--- config.mk ---
export PLATFORM = sky130hd
export DESIGN_NAME = spdif_lock_ctrl
export DESIGN_NICKNAME = d
export VERILOG_FILES = /design/src/rtl/spdif_lock_ctrl.sv
export SDC_FILE = /design/constraint.sdc
export NUM_CORES = 1
export LEC_CHECK = 0
export ABC_AREA = 0
export BUFFER_PORTS_ARGS = -buffer_cell sky130_fd_sc_hd__clkbuf_2
export CORE_AREA = 5 5 120 122
export DETAILED_ROUTE_END_ITERATION = 16
export DIE_AREA = 0 0 125 127
export PLACE_DENSITY = 0.62
export SYNTH_ARGS = -nofsm -noshare
export SYNTH_HDL_FRONTEND = slang
export SYNTH_SLANG_ARGS = --single-unit
--- constraint.sdc ---
create_clock -name clk_in -period 3.61 [get_ports clk_in]
set_input_delay 0.5415 -clock clk_in [delete_from_list [all_inputs] [get_ports clk_in]]
set_output_delay 0.5415 -clock clk_in [all_outputs]
set_load 0.01 [all_outputs]
--- src/rtl/spdif_lock_ctrl.sv ---
// S/PDIF receiver lock controller: measures the unit interval, verifies preambles, then supervises lock.
// Optional feature: define SPDIF_LOCK_TRACK_EN to let ui follow +/-1 drifts while LOCKED.
module spdif_lock_ctrl (
  input  logic       clk_in,
  input  logic       reset,
  input  logic       enable,
  input  logic       bitedge_detected,
  input  logic [7:0] bitlength,
  input  logic       sync_found,
  output logic       dec_resetb,
  output logic [7:0] t1,
  output logic [7:0] t2,
  output logic [7:0] t3,
  output logic       audio_locked,
  output logic [1:0] lock_state
);

  localparam logic [1:0] S_IDLE    = 2'd0;
  localparam logic [1:0] S_MEASURE = 2'd1;
  localparam logic [1:0] S_VERIFY  = 2'd2;
  localparam logic [1:0] S_LOCKED  = 2'd3;

  logic [1:0]  r_state;
  logic [5:0]  r_edge_cnt;
  logic [7:0]  r_min_len;
  logic [7:0]  r_ui;
  logic [2:0]  r_sync_cnt;
  logic [11:0] r_timer;
  logic [10:0] r_wd;
  logic [3:0]  r_err_cnt;
  logic [7:0]  r_t1;
  logic [7:0]  r_t2;
  logic [7:0]  r_t3;
  logic        r_dec_resetb;
  logic        r_audio_locked;
  logic [1:0]  r_lock_state;

  logic [1:0]  w_nstate;
  logic [5:0]  w_nedge;
  logic [7:0]  w_nmin;
  logic [7:0]  w_nui;
  logic [2:0]  w_nsync;
  logic [11:0] w_ntimer;
  logic [10:0] w_nwd;
  logic [3:0]  w_nerr;
  logic        w_clear;

  logic [7:0]  w_min_cand;
  logic        w_win_end;
  logic        w_min_ok;
  logic [9:0]  w_lo_lim;
  logic [9:0]  w_hi_lim;
  logic        w_bad_edge;
  logic        w_timer_exp;
  logic        w_wd_exp;
  logic        w_err_exp;
  logic [9:0]  w_t1_full;
  logic [9:0]  w_t2_full;
  logic [9:0]  w_t3_full;

  assign w_min_cand = (bitlength < r_min_len) ? bitlength : r_min_len;
  assign w_win_end  = bitedge_detected && (r_edge_cnt == 6'd63);
  assign w_min_ok   = (w_min_cand >= 8'd4) && (w_min_cand <= 8'd80);

  // Plausible interval band while locked: [ui - ui/4, 4*ui].
  assign w_lo_lim   = {2'b00, r_ui} - {4'b0000, r_ui[7:2]};
  assign w_hi_lim   = {r_ui, 2'b00};
  assign w_bad_edge = bitedge_detected &&
                      (({2'b00, bitlength} < w_lo_lim) || ({2'b00, bitlength} > w_hi_lim));

  // Timeouts fire on the cycle the counter would reach its terminal value.
  assign w_timer_exp = (r_timer >= 12'd4094);
  assign w_wd_exp    = (r_wd >= 11'd2046);
  assign w_err_exp   = w_bad_edge && (r_err_cnt >= 4'd7);

  assign w_t1_full = {2'b00, r_ui} + {3'b000, r_ui[7:1]};
  assign w_t2_full = {1'b0, r_ui, 1'b0} + {3'b000, r_ui[7:1]};
  assign w_t3_full = {1'b0, r_ui, 1'b0} + {2'b00, r_ui} - {4'b0000, r_ui[7:2]};

`ifdef SPDIF_LOCK_TRACK_EN
  logic w_track_step;
  assign w_track_step = ({1'b0, w_min_cand} == ({1'b0, r_ui} + 9'd1)) ||
                        (({1'b0, w_min_cand} + 9'd1) == {1'b0, r_ui});
`endif

  always_comb begin
    w_nstate = r_state;
    w_nedge  = r_edge_cnt;
    w_nmin   = r_min_len;
    w_nui    = r_ui;
    w_nsync  = r_sync_cnt;
    w_ntimer = r_timer;
    w_nwd    = r_wd;
    w_nerr   = r_err_cnt;
    w_clear  = 1'b0;
    if (!enable) begin
      w_nstate = S_IDLE;
      w_clear  = 1'b1;
    end else begin
      case (r_state)
        S_IDLE: begin
          w_nstate = S_MEASURE;
          w_clear  = 1'b1;
        end
        S_MEASURE: begin
          if (bitedge_detected) begin
            if (w_win_end) begin
              w_nedge = 6'd0;
              w_nmin  = 8'd255;
              if (w_min_ok) begin
                w_nui    = w_min_cand;
                w_nstate = S_VERIFY;
              end
            end else begin
              w_nedge = r_edge_cnt + 6'd1;
              w_nmin  = w_min_cand;
            end
          end
        end
        S_VERIFY: begin
          w_ntimer = (r_timer == 12'hfff) ? r_timer : r_timer + 12'd1;
          if (sync_found) begin
            if (r_sync_cnt == 3'd3) begin
              w_nstate = S_LOCKED;
              w_nsync  = 3'd0;
              w_ntimer = 12'd0;
              w_nwd    = 11'd0;
              w_nerr   = 4'd0;
              w_nedge  = 6'd0;
              w_nmin   = 8'd255;
            end else begin
              w_nsync = r_sync_cnt + 3'd1;
            end
          end else if (w_timer_exp) begin
            w_nstate = S_MEASURE;
            w_clear  = 1'b1;
          end
        end
        default: begin
`ifdef SPDIF_LOCK_TRACK_EN
          if (bitedge_detected) begin
            if (w_win_end) begin
              w_nedge = 6'd0;
              w_nmin  = 8'd255;
              if (w_track_step) w_nui = w_min_cand;
            end else begin
              w_nedge = r_edge_cnt + 6'd1;
              w_nmin  = w_min_cand;
            end
          end
`endif
          // A sync pulse always wins over a coincident timeout or error overflow.
          if (sync_found) begin
            w_nwd  = 11'd0;
            w_nerr = 4'd0;
          end else if (w_wd_exp || w_err_exp) begin
            w_nstate = S_MEASURE;
            w_clear  = 1'b1;
          end else begin
            w_nwd = (r_wd == 11'h7ff) ? r_wd : r_wd + 11'd1;
            if (w_bad_edge && (r_err_cnt != 4'hf)) w_nerr = r_err_cnt + 4'd1;
          end
        end
      endcase
    end
    if (w_clear) begin
      w_nedge  = 6'd0;
      w_nmin   = 8'd255;
      w_nsync  = 3'd0;
      w_ntimer = 12'd0;
      w_nwd    = 11'd0;
      w_nerr   = 4'd0;
    end
  end

  always_ff @(posedge clk_in or posedge reset) begin
    if (reset) begin
      r_state        <= S_IDLE;
      r_edge_cnt     <= 6'd0;
      r_min_len      <= 8'd255;
      r_ui           <= 8'd14;
      r_sync_cnt     <= 3'd0;
      r_timer        <= 12'd0;
      r_wd           <= 11'd0;
      r_err_cnt      <= 4'd0;
      r_t1           <= 8'd21;
      r_t2           <= 8'd35;
      r_t3           <= 8'd39;
      r_dec_resetb   <= 1'b0;
      r_audio_locked <= 1'b0;
      r_lock_state   <= S_IDLE;
    end else begin
      r_state        <= w_nstate;
      r_edge_cnt     <= w_nedge;
      r_min_len      <= w_nmin;
      r_ui           <= w_nui;
      r_sync_cnt     <= w_nsync;
      r_timer        <= w_ntimer;
      r_wd           <= w_nwd;
      r_err_cnt      <= w_nerr;
      // Thresholds follow the registered ui, so they trail a ui change by one cycle.
      r_t1           <= (|w_t1_full[9:8]) ? 8'hff : w_t1_full[7:0];
      r_t2           <= (|w_t2_full[9:8]) ? 8'hff : w_t2_full[7:0];
      r_t3           <= (|w_t3_full[9:8]) ? 8'hff : w_t3_full[7:0];
      r_dec_resetb   <= w_nstate[1];
      r_audio_locked <= (w_nstate == S_LOCKED);
      r_lock_state   <= w_nstate;
    end
  end

  assign dec_resetb   = r_dec_resetb;
  assign audio_locked = r_audio_locked;
  assign lock_state   = r_lock_state;
  assign t1           = r_t1;
  assign t2           = r_t2;
  assign t3           = r_t3;

endmodule

==> flow_summary.ini, run 1 <==
[global_route]
grt_use_met3_pct = 4.59
met2_usage_pct = 32.3
grt.total_usage_pct = 19.1
grt_pass1_wl_um = 25000
grt_busiest_layer = met2
met1_usage_pct = 23.8
antenna_found_initial = 0
grt_max_degree = 50
first_global_vias = 5239
grt_overflow_total = 0

[die]
coreArea_mm2 = 0.0131
die_h_um = 127
rows = 42
start_util_pct = 43.9
boundaryPins = 41
die_w_um = 125
dieArea_mm2 = 0.0159

[synth]
synthDominantCellAreaShare_pct = 25.2
yosysUniqueCellTypes = 62
synth_seq_cells = 79
syn_inst = 618
syn-cell-area_mm2 = 0.00575
yosysWarnings = 0
synthTopCellsByCount = inv_1, dfrtp_1, ha_1
synth-edff-count = 0
async_flop_share_pct = 100
synth_area_leader_cell = dfrtp_1
netlist_top_cells_area = dfrtp_1, ha_1, dfstp_2
synthFlopType = dfrtp_1
syn-mean-instance-area_um2 = 9.31
synth_nets = 699
yosysMostFrequentCell = inv_1
yosysSeqAreaShare_pct = 34.8

[status]
status = finished with violations
violations = negative setup slack

[power_and_ir_drop]
seq_power_share_pct = 44.5
pwr-share-clk_pct = 46.1
p_sw_share_pct = 25.0
p_sw_uw = 509
cellInternalPower_uw = 1530
p_comb_share_pct = 9.4
power_leakage_uw = 0.00328
p_per_area_mw_per_mm2 = 282
vdd_drop_max_uv = 226
p_total_uw = 2040

[timing]
tns_ns = -3.31
slew-limit-headroom_pct = 44.9
drv_slew = 0
setup_viol = 38
hold_viol = 0
clock.fmax_mhz = 265
tightest_slew_ns = 0.823
min_period_over_period_pct = 104
skew_ns = 0.00605
rsz0062_at_grt = yes
fin_ws_ns = -0.158
finalCriticalPeriod_ns = 3.77

[setup_path]
worst-setup-path-type = register to register
r2r_slack_ns = -0.16
worstPathRequired_ns = 3.85
start_kind = register
reg2reg_depth = 20
cp_max_fo = 5
r2r_start = r_ui[3]
reg2reg_to = r_wd[8]
critPathCaptureType = register
arrival_ns = 4.00

[clock_tree]
tritoncts = built
cts_buffer_depth = 2
clock_latency_ns = 0.34
cts.sinks = 79
cts.clk_slew.worst_paths_ns = 0.06
numCtsBuffers = 9
root_buffer = clkbuf_16
htree_levels = 3

[detailed_routing]
drc = 0
firstDrtPassIters = 5
drt-vias-per-instance = 5.66
wl_per_cell_um = 16.4
vias = 5082
drtAntennaViolNets = 0
wl_um = 14800
drt_first_iter_violations = 334

[placement]
port-buffer-count = 40
gp_congestion = 0.842
hpwlAfterDp_um = 10800

[worst_hold_path]
hp-class = primary input to asynchronous set/reset pin

[layout]
area_delta_synth_final_pct = 25.4
drive_above_1_share_pct = 27.3
antenna_cells = 0
nets = 798

[flow_run]
drv_cap = 0
## what timing repair did
item,CTS,global route
setup endpoints to repair,38,50
pin swaps,37,15
hold endpoints to repair,0,0
setup buffers,13,3
resized for setup,39,30
gates cloned,3,1
hold buffers,0,0
## cells in the final DEF, fill, tap and decap left out, types with 5 or more instances in the layout
cell	n
a21oi_1	29
nor2b_1	18
nand3b_1	5
dfrtp_1	58
or3_1	6
buf_4	45
nor3_1	9
and3_1	16
o21a_1	5
clkbuf_2	40
a22o_1	10
nand4_1	13
nor2_1	21
xnor2_1	13
o22a_1	7
ha_1	57
dfstp_2	21
fa_1	9
inv_1	58
o32ai_1	5
nand2_1	39
o21bai_1	6
a21oi_2	10
o31ai_1	5
o21ai_0	28
nand3_1	20
nor4_1	6
buf_6	14
a21boi_1	6
clkbuf_16	9
mux2i_1	15
nand2b_1	13
## routing by layer
| layer | up-vias | wire length (µm) |
|---|---|---|
| li1 | 2445 | - |
| met1 | 2459 | 6470 |
| met2 | 145 | 7260 |
| met3 | 33 | 664 |
| met4 | 0 | 359 |
| met5 | - | 0 |
## critical path, stage by stage, from the launching register on
cell and delay, ns:
dfstp_2 0.56, clkinvlp_4 0.11, ha_4 0.22, nor2b_4 0.12, o21ai_2 0.15, a21oi_2 0.08, o21ai_1 0.13, nand2b_1 0.10
a211oi_2 0.22, xnor2_1 0.12, ha_1 0.32, a211oi_2 0.06, o21ai_1 0.10, o22ai_2 0.13, buf_6 0.14, buf_4 0.13
and2_4 0.15, o31ai_4 0.33, buf_6 0.18, o32ai_1 0.10, a22o_1 0.22
## power by group through the flow
stage | Clock [µW] | Sequential (µW) | Combinational, µW
final | 939 | 905 | 192
after global routing | 1000 | 906 | 213
after CTS | 966 | 905 | 180
after detailed placement | 0 | 920 | 158
after global placement | 0 | 920 | 154
after floorplan | 0 | 917 | 101
## area by class of cell
| cell class | count | area, µm² |
|---|---|---|
| multi-input combinational | 465 | 3730 |
| inverter | 60 | 230 |
| sequential | 79 | 2000 |
| tap | 176 | 220 |
| clock buffer | 11 | 243 |
| timing repair buffer | 102 | 726 |
| clock inverter | 5 | 57.6 |
| fill | 1166 | 5870 |
## how the worst max path moves through the flow
stage / start / to / slack [ns] / cells past startpoint
finish: r_ui[3] / r_wd[8] / -0.16 / 20
global route: r_ui[3] / r_wd[8] / -0.39 / 19
CTS: r_ui[3] / r_wd[6] / -0.18 / 19
detailed placement: r_ui[3] / r_timer[4] / -0.26 / 17
global placement: r_ui[3] / r_timer[5] / -0.11 / 17
floorplan: r_ui[3] / r_timer[5] / -0.23 / 17
## metrics by stage
step	utilization [%]	hold WS [ns]	setup slack [ns]	std cells	cell area [µm²]
2_1_floorplan	-	0.470	-0.229	618	5800
3_3_place_gp	49.6	0.502	-0.112	863	6490
3_5_place_dp	49.6	0.493	-0.262	863	6490
4_1_cts	54.1	0.215	-0.177	895	7070
5_1_grt	55.1	0.251	-0.388	898	7210
6_report	55.1	0.202	-0.158	898	7210
## kinds of logic after synthesis
| logic type | after synthesis | share of synthesized area [%] |
|---|---|---|
| AOI/OAI and AO/OA | 169 | 20.5 |
| xor gates and xnor gates | 15 | 2.28 |
| adders and majority gates | 68 | 16.1 |
| buffers and inverters | 75 | 5.14 |
| DFF | 79 | 34.8 |
| muxes | 19 | 3.39 |
| and+or+nand+nor | 193 | 17.7 |
## state kept, by name (all words and copies together) (netlist names)
register      count
r_timer          12
r_wd             11
r_min_len         8
r_ui              8
t1                8
t2                8
t3                8
r_edge_cnt        6
r_err_cnt         4
r_sync_cnt        3
audio_locked      1
dec_resetb        1
lock_state        1
Power figures use the tool's default switching activity.
==> run 2, diff against run 1 <==
- CELL_PAD_IN_SITES_DETAIL_PLACEMENT: not set -> 1
- CELL_PAD_IN_SITES_GLOBAL_PLACEMENT: not set -> 2
- CORE_AREA: 5 5 120 122 -> 5 5 135 137
- DIE_AREA: 0 0 125 127 -> 0 0 140 142
- PLACE_DENSITY: 0.62 -> not set
- PLACE_DENSITY_LB_ADDON: not set -> 0.1
==> flow_summary.ini, run 2 (synthesis results as in run 1) <==
[setup_path]
critPathCaptureType = register
path_buf_inv = 6
critPathMaxStageDelay_ns = 0.55
cp_slowest_cell = dfstp_2
arrival_ns = 4.07
worst-setup-path-type = register to register
crit_path_cell_trace = clkinvlp_4 -> ha_4 -> nor2b_4 -> o21ai_2 -> buf_4 -> buf_4 -> buf_4 -> buf_4 -> nand3_1 -> nand2b_1 -> ha_4 -> nand4_1 -> a21oi_2 -> o22ai_2 -> buf_4 -> a31o_4 -> a21oi_4 -> nand3b_1 -> mux2_4
start_kind = register
critPathMostFrequentCell = buf_4
crit_family = compound AO/OA/AOI/OAI gates
cp_max_fo = 6
worstPathRequired_ns = 3.84

[power_and_ir_drop]
power_leakage_uw = 0.00335
vdd_drop_max_uv = 202
p_per_area_mw_per_mm2 = 285
p_total_uw = 2110

[clock_tree]
cts.sinks = 79
root_buffer = clkbuf_16
holdBufCountCts = 0
cts_buffer_depth = 2
htree_levels = 3
tritoncts = built
numCtsBuffers = 9
cts.clk_slew.worst_paths_ns = 0.06
clock_latency_ns = 0.35

[global_route]
grt.total_usage_pct = 17.8
antenna_found_initial = 0
met1_usage_pct = 22.9
grt_pass1_wl_um = 28700
first_global_vias = 5525
met2_usage_pct = 31.0
grt_busiest_layer = met2
grt_max_degree = 36
grt_overflow_total = 0
grt_use_met3_pct = 2.99

[detailed_routing]
drt-vias-per-instance = 5.31
drc = 0
firstDrtPassIters = 4
wl_per_cell_um = 18.0
wl_um = 17200
drtAntennaViolNets = 0
vias = 5076
drt_first_iter_violations = 188

[flow_run]
drv_cap = 0

[status]
status = finished with violations
violations = negative setup slack

[layout]
instances_no_fill = 956
fill_cells = 1976
drive_above_1_share_pct = 28.3
antenna_cells = 0
largest_registers = r_timer (12), r_wd (11)
largest_reg_flops = 12
nets = 807
top_register = r_timer
area_delta_synth_final_pct = 28.8
final_cell_mix = inv_1, dfrtp_1, ha_1
fin_area_mm2 = 0.00740

[placement]
port-buffer-count = 40
dpl_cell_area_mm2 = 0.00661
pre_cts_ws_ns = -0.326
dp_cells = 921
gp_congestion = 0.809
hpwlAfterDp_um = 12700

[die]
rows = 48
coreArea_mm2 = 0.0169
start_util_pct = 34.0
boundaryPins = 41
die_w_um = 140
dieArea_mm2 = 0.0199
die_h_um = 142

[timing]
fin_ws_ns = -0.233
clock.fmax_mhz = 260
drv_slew = 0
min_period_over_period_pct = 106
hold_viol = 0
rsz0062_at_grt = yes
slew-limit-headroom_pct = 48.3
setup_viol = 41
tightest_slew_ns = 0.769
skew_ns = 0.00871
finalCriticalPeriod_ns = 3.84

[worst_hold_path]
hp-class = primary input to asynchronous set/reset pin
==> run 2: cell types whose count changed in the layout (fill, tap and decap cells not counted), moves of 2 or more <==
cell	delta
clkinv_2	+3
nor2_4	+2
o21ai_0	-3
nor2_2	-3
nor3_2	-2
clkinvlp_4	-2
buf_4	+10
o21ai_1	+2
o32ai_2	-2
buf_2	-2
==> run 2: timing repair <==
| action | in CTS | in global routing |
|---|---|---|
| gates resized for setup | 50 | 34 |
| setup endpoints to repair | 52 | 54 |
| gates cloned | 2 | 2 |
| hold endpoints to repair | 0 | 0 |
| setup buffers | 12 | 3 |
| pin swaps | 37 | 17 |
==> run 2: where the power goes <==
group          internal, µW  switching [µW]  total, µW
Sequential              896            10.0        906
Clock                   601             399       1000
Combinational          81.5             123        205
==> run 2: path summary, 6_finish.rpt <==
kind,from,to,slack [ns],cells past startpoint
min in group clk_in,bitlength[0],r_min_len[0],0.50,2
max in group asynchronous,reset,r_min_len[7],2.50,3
hold reg to reg,r_edge_cnt[0],r_edge_cnt[0],0.51,1
setup reg to reg,r_ui[3],r_err_cnt[0],-0.23,19
setup / recovery,r_ui[3],r_err_cnt[0],-0.23,19
hold / removal,reset,r_wd[5],0.25,2
==> run 2: final cells by class <==
class	instances	area (µm²)	area share (%)
clock buffers	9	225	3.04
multi-input cells	464	3770	50.9
inverters	60	230	3.11
well taps	225	282	3.80
repair buffers	112	805	10.9
flip-flops and latches	79	2000	27.1
clock inverters	7	87.6	1.18
==> run 2: stage by stage <==
stage          util [%]  hold WS [ns]  TNS [ns]
2_1_floorplan         -         0.470     -1.53
3_3_place_gp       39.0         0.497     -1.92
3_5_place_dp       39.0         0.509     -8.57
4_1_cts            42.7         0.258     -5.38
5_1_grt            43.7         0.306    -13.41
6_report           43.7         0.251     -5.87
==> run 2: routing by layer <==
| metal | vias to the layer above | wire, µm | share of wire [%] |
|---|---|---|---|
| li1 | 2460 | - | - |
| met1 | 2537 | 8020 | 47 |
| met2 | 61 | 8580 | 50 |
| met3 | 18 | 365 | 2.1 |
| met4 | 0 | 269 | 1.6 |
| met5 | - | 0 | 0 |
